<file path="src/rtl/truco_pkg.sv">
// -----------------------------------------------------------------------------
// truco_pkg
// Shared definitions for the Truco hand controller:
//   - state_t    : controller state encoding
//   - team codes : T1, T2, TIE, NONE as carried on trick/bet/winner buses
//   - bet ladder : the stake values 1 -> 3 -> 6 -> 9 -> 12
//   - next_bet() : next rung of the ladder (12 stays at 12)
//   - valid_team(): true for a single-team code (T1 or T2)
// -----------------------------------------------------------------------------
package truco_pkg;

  typedef enum logic [1:0] {
    ST_TRICK     = 2'd0,
    ST_BET_PEND  = 2'd1,
    ST_AWARD     = 2'd2,
    ST_GAME_OVER = 2'd3
  } state_t;

  localparam logic [1:0] NONE = 2'b00;
  localparam logic [1:0] T1   = 2'b01;
  localparam logic [1:0] T2   = 2'b10;
  localparam logic [1:0] TIE  = 2'b11;

  localparam logic [3:0] BET_1  = 4'd1;
  localparam logic [3:0] BET_3  = 4'd3;
  localparam logic [3:0] BET_6  = 4'd6;
  localparam logic [3:0] BET_9  = 4'd9;
  localparam logic [3:0] BET_12 = 4'd12;

  // Next stake on the truco ladder; the top rung (and any off-ladder value) holds.
  function automatic logic [3:0] next_bet(input logic [3:0] value);
    logic [3:0] nxt;
    case (value)
      BET_1:   nxt = BET_3;
      BET_3:   nxt = BET_6;
      BET_6:   nxt = BET_9;
      BET_9:   nxt = BET_12;
      default: nxt = value;
    endcase
    return nxt;
  endfunction

  // A requester code is usable only if it names exactly one team.
  function automatic logic valid_team(input logic [1:0] team);
    return (team == T1) || (team == T2);
  endfunction

endpackage

</file>
<file path="src/rtl/truco_hand_judge.sv">
// -----------------------------------------------------------------------------
// truco_hand_judge
// Combinational hand judge. Given the trick results recorded so far (including
// the trick being played now) and the index of that trick, reports whether the
// hand is resolved and, if so, who won it.
// Ports:
//   res       in  3 x 2  trick results, res[i] for trick i (T1/T2/TIE)
//   trick_idx in  2      index of the trick just played (0..2)
//   decided   out 1      hand is resolved by this trick
//   winner    out 2      T1, T2, or NONE for a fully tied (void) hand
// -----------------------------------------------------------------------------
module truco_hand_judge
  import truco_pkg::*;
(
  input  logic [1:0] res [3],
  input  logic [1:0] trick_idx,
  output logic       decided,
  output logic [1:0] winner
);

  // Resolve the hand from the tricks played up to and including trick_idx.
  always_comb begin
    decided = 1'b0;
    winner  = NONE;
    case (trick_idx)
      2'd0: begin
        // A single trick never settles a hand.
        decided = 1'b0;
        winner  = NONE;
      end
      2'd1: begin
        if ((res[0] == TIE) && (res[1] == TIE)) begin
          decided = 1'b0;
          winner  = NONE;
        end else if (res[0] == TIE) begin
          // Tied first trick: the first decisive trick takes the hand.
          decided = 1'b1;
          winner  = res[1];
        end else if ((res[1] == TIE) || (res[1] == res[0])) begin
          // Two wins, or trick0 winner protected by a later tie.
          decided = 1'b1;
          winner  = res[0];
        end else begin
          // 1-1 split: play the third trick.
          decided = 1'b0;
          winner  = NONE;
        end
      end
      2'd2: begin
        // Only a 1-1 split or a double tie reaches the third trick.
        decided = 1'b1;
        if (res[2] != TIE) begin
          winner = res[2];
        end else if (res[0] != TIE) begin
          winner = res[0];
        end else begin
          winner = NONE;
        end
      end
      default: begin
        decided = 1'b0;
        winner  = NONE;
      end
    endcase
  end

endmodule

</file>
<file path="src/rtl/truco_hand_ctrl.sv">
// -----------------------------------------------------------------------------
// truco_hand_ctrl
// Sequences a Truco game: records trick results, resolves each hand through
// truco_hand_judge, runs the truco raise handshake on the 1-3-6-9-12 ladder and
// accumulates both team scores, saturating at WIN_SCORE.
// Ports:
//   clk, clr         clock (rising edge) and synchronous active-high reset
//   trick_valid/trick_winner  trick result pulse (01/10/11; 00 ignored)
//   bet_req/bet_team raise request pulse and requesting team
//   bet_accept/bet_fold       opponent answer to the pending raise
//   new_game         leave GAME_OVER with zeroed scores
//   score1/score2    team scores
//   hand_value       points at stake in the current hand
//   trick_idx        trick currently being played (0..2)
//   bet_pending      a raise awaits an answer
//   hand_done        one-cycle pulse after a hand's score update
//   hand_winner      winner of that hand (00 = void), valid with hand_done
//   game_over/game_winner     final result once a score reaches WIN_SCORE
// All outputs come straight from registers.
// -----------------------------------------------------------------------------
module truco_hand_ctrl
  import truco_pkg::*;
#(
  parameter int WIN_SCORE = 12,
  parameter int SCORE_W   = 5
)(
  input  logic               clk,
  input  logic               clr,
  input  logic               trick_valid,
  input  logic [1:0]         trick_winner,
  input  logic               bet_req,
  input  logic [1:0]         bet_team,
  input  logic               bet_accept,
  input  logic               bet_fold,
  input  logic               new_game,
  output logic [SCORE_W-1:0] score1,
  output logic [SCORE_W-1:0] score2,
  output logic [3:0]         hand_value,
  output logic [1:0]         trick_idx,
  output logic               bet_pending,
  output logic               hand_done,
  output logic [1:0]         hand_winner,
  output logic               game_over,
  output logic [1:0]         game_winner
);

  // One extra bit so score + stake cannot wrap before saturation.
  localparam int                SUM_W   = SCORE_W + 1;
  localparam logic [SUM_W-1:0]  WIN_EXT = SUM_W'(WIN_SCORE);

  state_t             state_r, state_nxt_s;
  logic [SCORE_W-1:0] score1_r, score1_nxt_s;
  logic [SCORE_W-1:0] score2_r, score2_nxt_s;
  logic [3:0]         hand_value_r, hand_value_nxt_s;
  logic [1:0]         trick_idx_r, trick_idx_nxt_s;
  logic [1:0]         res_r [3];
  logic [1:0]         res_nxt_s [3];
  logic [1:0]         res_new_s [3];
  logic [1:0]         last_raiser_r, last_raiser_nxt_s;
  logic [1:0]         requester_r, requester_nxt_s;
  logic [1:0]         award_team_r, award_team_nxt_s;
  logic               bet_pending_r, bet_pending_nxt_s;
  logic               hand_done_r, hand_done_nxt_s;
  logic [1:0]         hand_winner_r, hand_winner_nxt_s;
  logic               game_over_r, game_over_nxt_s;
  logic [1:0]         game_winner_r, game_winner_nxt_s;

  logic               judge_decided_s;
  logic [1:0]         judge_winner_s;
  logic [SUM_W-1:0]   sum1_s, sum2_s, sat1_s, sat2_s;
  logic               bet_ok_s;

  // A raise is legal below the top rung, from a real team, and not twice in a row by the same team.
  assign bet_ok_s = (hand_value_r < BET_12) && valid_team(bet_team) && (bet_team != last_raiser_r);

  // Trick results as they would be with the incoming trick written at trick_idx.
  always_comb begin
    for (int i = 0; i < 3; i++) begin
      if (trick_idx_r == 2'(i)) begin
        res_new_s[i] = trick_winner;
      end else begin
        res_new_s[i] = res_r[i];
      end
    end
  end

  truco_hand_judge u_judge (
    .res       (res_new_s),
    .trick_idx (trick_idx_r),
    .decided   (judge_decided_s),
    .winner    (judge_winner_s)
  );

  // Candidate scores after adding the stake, clamped at WIN_SCORE.
  always_comb begin
    sum1_s = SUM_W'(score1_r) + SUM_W'(hand_value_r);
    sum2_s = SUM_W'(score2_r) + SUM_W'(hand_value_r);
    if (sum1_s >= WIN_EXT) begin
      sat1_s = WIN_EXT;
    end else begin
      sat1_s = sum1_s;
    end
    if (sum2_s >= WIN_EXT) begin
      sat2_s = WIN_EXT;
    end else begin
      sat2_s = sum2_s;
    end
  end

  // Next-state and next-register logic for the game sequencer.
  always_comb begin
    state_nxt_s       = state_r;
    score1_nxt_s      = score1_r;
    score2_nxt_s      = score2_r;
    hand_value_nxt_s  = hand_value_r;
    trick_idx_nxt_s   = trick_idx_r;
    res_nxt_s         = res_r;
    last_raiser_nxt_s = last_raiser_r;
    requester_nxt_s   = requester_r;
    award_team_nxt_s  = award_team_r;
    bet_pending_nxt_s = bet_pending_r;
    hand_done_nxt_s   = 1'b0;
    hand_winner_nxt_s = NONE;
    game_over_nxt_s   = game_over_r;
    game_winner_nxt_s = game_winner_r;

    case (state_r)
      ST_TRICK: begin
        if (trick_valid) begin
          // A trick pulse always takes precedence over a raise in the same cycle.
          if (trick_winner != NONE) begin
            res_nxt_s = res_new_s;
            if (judge_decided_s) begin
              award_team_nxt_s = judge_winner_s;
              state_nxt_s      = ST_AWARD;
            end else begin
              trick_idx_nxt_s = trick_idx_r + 2'd1;
            end
          end else begin
            res_nxt_s = res_r;
          end
        end else if (bet_req && bet_ok_s) begin
          requester_nxt_s   = bet_team;
          bet_pending_nxt_s = 1'b1;
          state_nxt_s       = ST_BET_PEND;
        end else begin
          state_nxt_s = ST_TRICK;
        end
      end

      ST_BET_PEND: begin
        if (bet_fold) begin
          // Running from a raise concedes the hand at the stake before the raise.
          award_team_nxt_s  = requester_r;
          bet_pending_nxt_s = 1'b0;
          state_nxt_s       = ST_AWARD;
        end else if (bet_accept) begin
          hand_value_nxt_s  = next_bet(hand_value_r);
          last_raiser_nxt_s = requester_r;
          bet_pending_nxt_s = 1'b0;
          state_nxt_s       = ST_TRICK;
        end else begin
          state_nxt_s = ST_BET_PEND;
        end
      end

      ST_AWARD: begin
        if (award_team_r == T1) begin
          score1_nxt_s = SCORE_W'(sat1_s);
        end else if (award_team_r == T2) begin
          score2_nxt_s = SCORE_W'(sat2_s);
        end else begin
          score1_nxt_s = score1_r;
        end
        hand_done_nxt_s   = 1'b1;
        hand_winner_nxt_s = award_team_r;
        hand_value_nxt_s  = BET_1;
        trick_idx_nxt_s   = 2'd0;
        for (int i = 0; i < 3; i++) begin
          res_nxt_s[i] = NONE;
        end
        last_raiser_nxt_s = NONE;
        requester_nxt_s   = NONE;
        award_team_nxt_s  = NONE;
        if ((award_team_r == T1) && (sum1_s >= WIN_EXT)) begin
          game_over_nxt_s   = 1'b1;
          game_winner_nxt_s = T1;
          state_nxt_s       = ST_GAME_OVER;
        end else if ((award_team_r == T2) && (sum2_s >= WIN_EXT)) begin
          game_over_nxt_s   = 1'b1;
          game_winner_nxt_s = T2;
          state_nxt_s       = ST_GAME_OVER;
        end else begin
          state_nxt_s = ST_TRICK;
        end
      end

      ST_GAME_OVER: begin
        if (new_game) begin
          score1_nxt_s      = '0;
          score2_nxt_s      = '0;
          game_over_nxt_s   = 1'b0;
          game_winner_nxt_s = NONE;
          state_nxt_s       = ST_TRICK;
        end else begin
          state_nxt_s = ST_GAME_OVER;
        end
      end

      default: begin
        state_nxt_s = ST_TRICK;
      end
    endcase
  end

  // State and datapath registers with synchronous clear.
  always_ff @(posedge clk) begin
    if (clr) begin
      state_r       <= ST_TRICK;
      score1_r      <= '0;
      score2_r      <= '0;
      hand_value_r  <= BET_1;
      trick_idx_r   <= 2'd0;
      for (int i = 0; i < 3; i++) begin
        res_r[i] <= NONE;
      end
      last_raiser_r <= NONE;
      requester_r   <= NONE;
      award_team_r  <= NONE;
      bet_pending_r <= 1'b0;
      hand_done_r   <= 1'b0;
      hand_winner_r <= NONE;
      game_over_r   <= 1'b0;
      game_winner_r <= NONE;
    end else begin
      state_r       <= state_nxt_s;
      score1_r      <= score1_nxt_s;
      score2_r      <= score2_nxt_s;
      hand_value_r  <= hand_value_nxt_s;
      trick_idx_r   <= trick_idx_nxt_s;
      res_r         <= res_nxt_s;
      last_raiser_r <= last_raiser_nxt_s;
      requester_r   <= requester_nxt_s;
      award_team_r  <= award_team_nxt_s;
      bet_pending_r <= bet_pending_nxt_s;
      hand_done_r   <= hand_done_nxt_s;
      hand_winner_r <= hand_winner_nxt_s;
      game_over_r   <= game_over_nxt_s;
      game_winner_r <= game_winner_nxt_s;
    end
  end

  assign score1      = score1_r;
  assign score2      = score2_r;
  assign hand_value  = hand_value_r;
  assign trick_idx   = trick_idx_r;
  assign bet_pending = bet_pending_r;
  assign hand_done   = hand_done_r;
  assign hand_winner = hand_winner_r;
  assign game_over   = game_over_r;
  assign game_winner = game_winner_r;

endmodule

</file>
<file path="config.mk">
export PLATFORM = sky130hd
export DESIGN_NAME = truco_hand_ctrl
export DESIGN_NICKNAME = d
export VERILOG_FILES = /design/src/rtl/truco_pkg.sv /design/src/rtl/truco_hand_judge.sv /design/src/rtl/truco_hand_ctrl.sv
export SDC_FILE = /design/constraint.sdc
export NUM_CORES = 1
export LEC_CHECK = 0
export BUFFER_PORTS_ARGS = -buffer_cell sky130_fd_sc_hd__buf_4
export CORE_ASPECT_RATIO = 0.7
export CORE_MARGIN = 1
export CORE_UTILIZATION = 49
export CTS_CLUSTER_SIZE = 10
export DETAILED_ROUTE_END_ITERATION = 10
export GPL_ROUTABILITY_DRIVEN = 0
export PLACE_DENSITY = 0.68
export SLEW_MARGIN = 25
export SYNTH_ARGS = -nofsm -noshare
export SYNTH_HDL_FRONTEND = slang
export SYNTH_SLANG_ARGS = --single-unit
</file>
<file path="constraint.sdc">
create_clock -name clk -period 3.57 [get_ports clk]
set_clock_uncertainty 0.2 [all_clocks]
set_input_delay 0.714 -clock clk [delete_from_list [all_inputs] [get_ports clk]]
set_output_delay 0.714 -clock clk [all_outputs]
set_load 0.005 [all_outputs]
</file>
==> summary.md <==
| Metric | Value |
|---|---|
| Status | `finished, final reports clean` |
| Core ar. | `4110 um^2` |
| Die H | `58.1 um` |
| Met1 GRT Util | `38.8%` |
| Io pins | `34` |
| CTS Root Buffer Type | `clkbuf_8` |
| Max stage delay on crit path | `0.52 ns` |
| First-pass GRT wire length | `9080 um` |
| Biggest area consumer among synthesized cells | `dfxtp_1` |
| Worst Setup Start Kind | `flop` |
| Clock sink total | `33` |
| Sequential power share | `32.5%` |
| WS Path Type | `reg2reg` |
| Initial antenna violation count | `0` |
| Net count, final | `338` |
| Synth cell count leaders | `dfxtp_1, nand2_1, nor2_1, a21oi_1, inv_1` |
| Flop and latch count out of synthesis | `33` |
| Avg Synthesized Cell Area | `7.95 um^2` |
| Avg WL per Cell | `14.9 um` |
| Fill cells | `402` |
| Total power | `1470 uW` |
| Met2 Resource Use GR | `34.2%` |
| Hold WC Path Type | `reg2reg` |
| Share of cells above drive strength 1 | `16.4%` |
| Pre-CTS setup slack | `0.606 ns` |
| Bufs on Longest Clock Path | `2` |
| P_sw | `629 uW` |
| Int Pwr | `842 uW` |
| Diodes inserted | `0` |
| Post-synth EDFFs | `0` |
| Cell family with most CP delay | `simple AND/OR/NAND/NOR gates` |
| Top_reg_cell synth | `dfxtp_1` |
| Cells after Synth | `277` |
| CP endpoint kind | `flop` |
| Clock Latency Late Sink | `0.29 ns` |
| Arrival @ worst endpoint | `3.03 ns` |
| Final wirelength | `5420 um` |
| Drt via density | `5.85` |
| DRC Markers | `0` |
| Clock slew seen by the registers of the worst setup and hold paths | `0.07 ns` |
| Via count | `2123` |
| Largest net degree at the start of global routing | `30` |
| Top post-synthesis cells by area | `dfxtp_1, ha_1, a21oi_1, nand2_1, nor2_1` |
| Clock network power share | `18.8%` |
| Port bufs | `33` |
| CTS tree | `done` |
| Antenna-violating nets left | `0` |
| Power per Cell Area | `571 nW/um^2` |
| Slowest-stage cell, CP | `or4_1` |
| Asr flop ratio synth | `0%` |
| WP buf/inv | `1` |
| Post_cts resized | `0` |
| Required time of the critical path | `3.61 ns` |
| Slew HR | `61.9%` |
| Vias in the first global route | `1920` |
| Fin crit share | `83.8%` |
| Synth cell types | `52` |
| CTS hold repair buffers | `0` |
| TritonCTS Buffers | `5` |
| Post-route cell area | `2580 um^2` |
| HPWL after DPL | `4040 um` |
| P&R area growth vs syn | `16.9%` |
| Final hold violations | `0` |
| DRT Pass-1 Iters | `5` |
| Max-cap violations | `0` |
| Top-count cell post-synth | `dfxtp_1` |
| Final WS setup | `0.579 ns` |
| Switching share of power | `42.8%` |
| GR Layer Usage met3 | `5.83%` |
| Final setup violation count | `0` |
| TNS Setup | `0 ns` |
| Most used routing layer | `met1` |
| Die area | `4770 um^2` |
| RSZ-0062 raised after global routing | `false` |
| Grt ovf | `0` |
| Comb pwr share | `48.7%` |
| Least-Margin Pin Slew | `0.572 ns` |
| Synthesized net count | `305` |
| H-tree depth | `2` |
| 1st-iter DRT viols | `171` |
| Post-layout min period | `2.99 ns` |
| Initial core utilization | `53.6%` |
| Dpl cell area | `2490 um^2` |
| Die width | `82.2 um` |
| Critical Path Fanout Max | `6` |
| Core Rows | `19` |
| Fin. max-slew vios | `0` |
| Peak Freq | `334 MHz` |
| P_leak | `0.00106 uW` |
| CP cell instances | `ha_1 > inv_1 > fa_1 > a211oi_1 > nand2_1 > a2111oi_4 > nor3_2 > or4_1 > nand3_1` |
| Global Route Usage Sum | `25.4%` |
| Worst VDD drop | `0.412 mV` |
| Mapped Area | `2200 um^2` |
| Share of Yosys cell area claimed by the top area cell type | `30.0%` |
| Synthesis Warnings | `0` |
| Seq/Total Area, Yosys | `30.0%` |
| Setup bufs post-CTS | `0` |
==> final timing paths <==
path                                     from   endpoint  slack, ns  cells after the start
worst max-delay path            hand_value[0]  game_over       0.58                      9
worst min-delay path                score1[0]  score1[0]       0.27                      2
worst max register to register  hand_value[0]  game_over       0.58                      9
worst min register to register      score1[0]  score1[0]       0.27                      2
==> placed cells by master, fill, tap and decap left out, types with 3 or more instances in the layout <==
cell | Yosys | layout
nor2b_1 | 6 | 6
nand3_1 | 12 | 12
ha_1 | 15 | 15
buf_4 | 0 | 34
o21ai_0 | 9 | 9
mux2i_1 | 4 | 4
o211ai_1 | 3 | 3
clkbuf_8 | 0 | 5
inv_1 | 20 | 20
dfxtp_1 | 33 | 33
nand3b_1 | 4 | 4
a22oi_1 | 9 | 9
nand2_1 | 24 | 24
and3_1 | 9 | 9
or3_1 | 5 | 5
a21oi_1 | 22 | 22
a21o_1 | 3 | 3
nor2_1 | 23 | 23
nand2b_1 | 6 | 6
o21ai_1 | 10 | 10
a211oi_1 | 4 | 4
a211o_1 | 5 | 5
xor2_1 | 3 | 3
nor3_1 | 3 | 3
==> worst reg2reg max path, cell delays in order (launching register included) <==
cell       delay, ns
dfxtp_1         0.42
ha_1            0.25
inv_1           0.07
fa_1            0.45
a211oi_1        0.32
nand2_1         0.14
a2111oi_4       0.35
nor3_2          0.14
or4_1           0.52
nand3_1         0.09
==> cells by family (layout without fill, tap and decap cells) <==
family	count (synthesis)	count (layout)	share of synthesized area, %
adder cells (fa/ha/maj)	17	17	10.3
AO/OA/AOI/OAI	84	84	26.0
buffers and inverters	30	64	5.11
multiplexers	6	6	2.84
AND/OR/NAND/NOR	104	104	24.5
flip-flops	33	33	30.0
XOR/XNOR	3	3	1.19
==> per-layer routing <==
layer	part of all wire (%)	up-vias	wire length, um
met5	0	-	0
met2	38	62	2070
met4	1.1	0	59
met1	54	976	2940
li1	-	1077	-
met3	6.4	8	349
==> stage by stage <==
stage,instances,hold WS (ns),utilization [%]
after floorplan,277,0.249,-
after global placement,355,0.264,60.6
after detailed placement,355,0.266,60.6
after CTS,363,0.276,62.6
after global routing,363,0.316,62.6
final,363,0.271,62.6
==> cell type report <==
cell class | count | area, um^2 | share of cell area, %
clock buffer | 6 | 72.6 | 2.82
inverter | 22 | 82.6 | 3.21
sequential | 33 | 661 | 25.6
timing repair buffer | 34 | 255 | 9.91
tap | 52 | 65.1 | 2.53
multi-input combinational | 214 | 1430 | 55.5
clock inverter | 2 | 10.0 | 0.389
==> power groups by stage <==
stage          combinational, uW  clock, uW  sequential (uW)
6_report                     716        277              478
2_1_floorplan                516          0              476
3_3_place_gp                 702          0              485
4_1_cts                      708        290              477
3_5_place_dp                 701          0              486
5_1_grt                      807        304              488
Note: power is estimated with default switching activity, not from simulation.
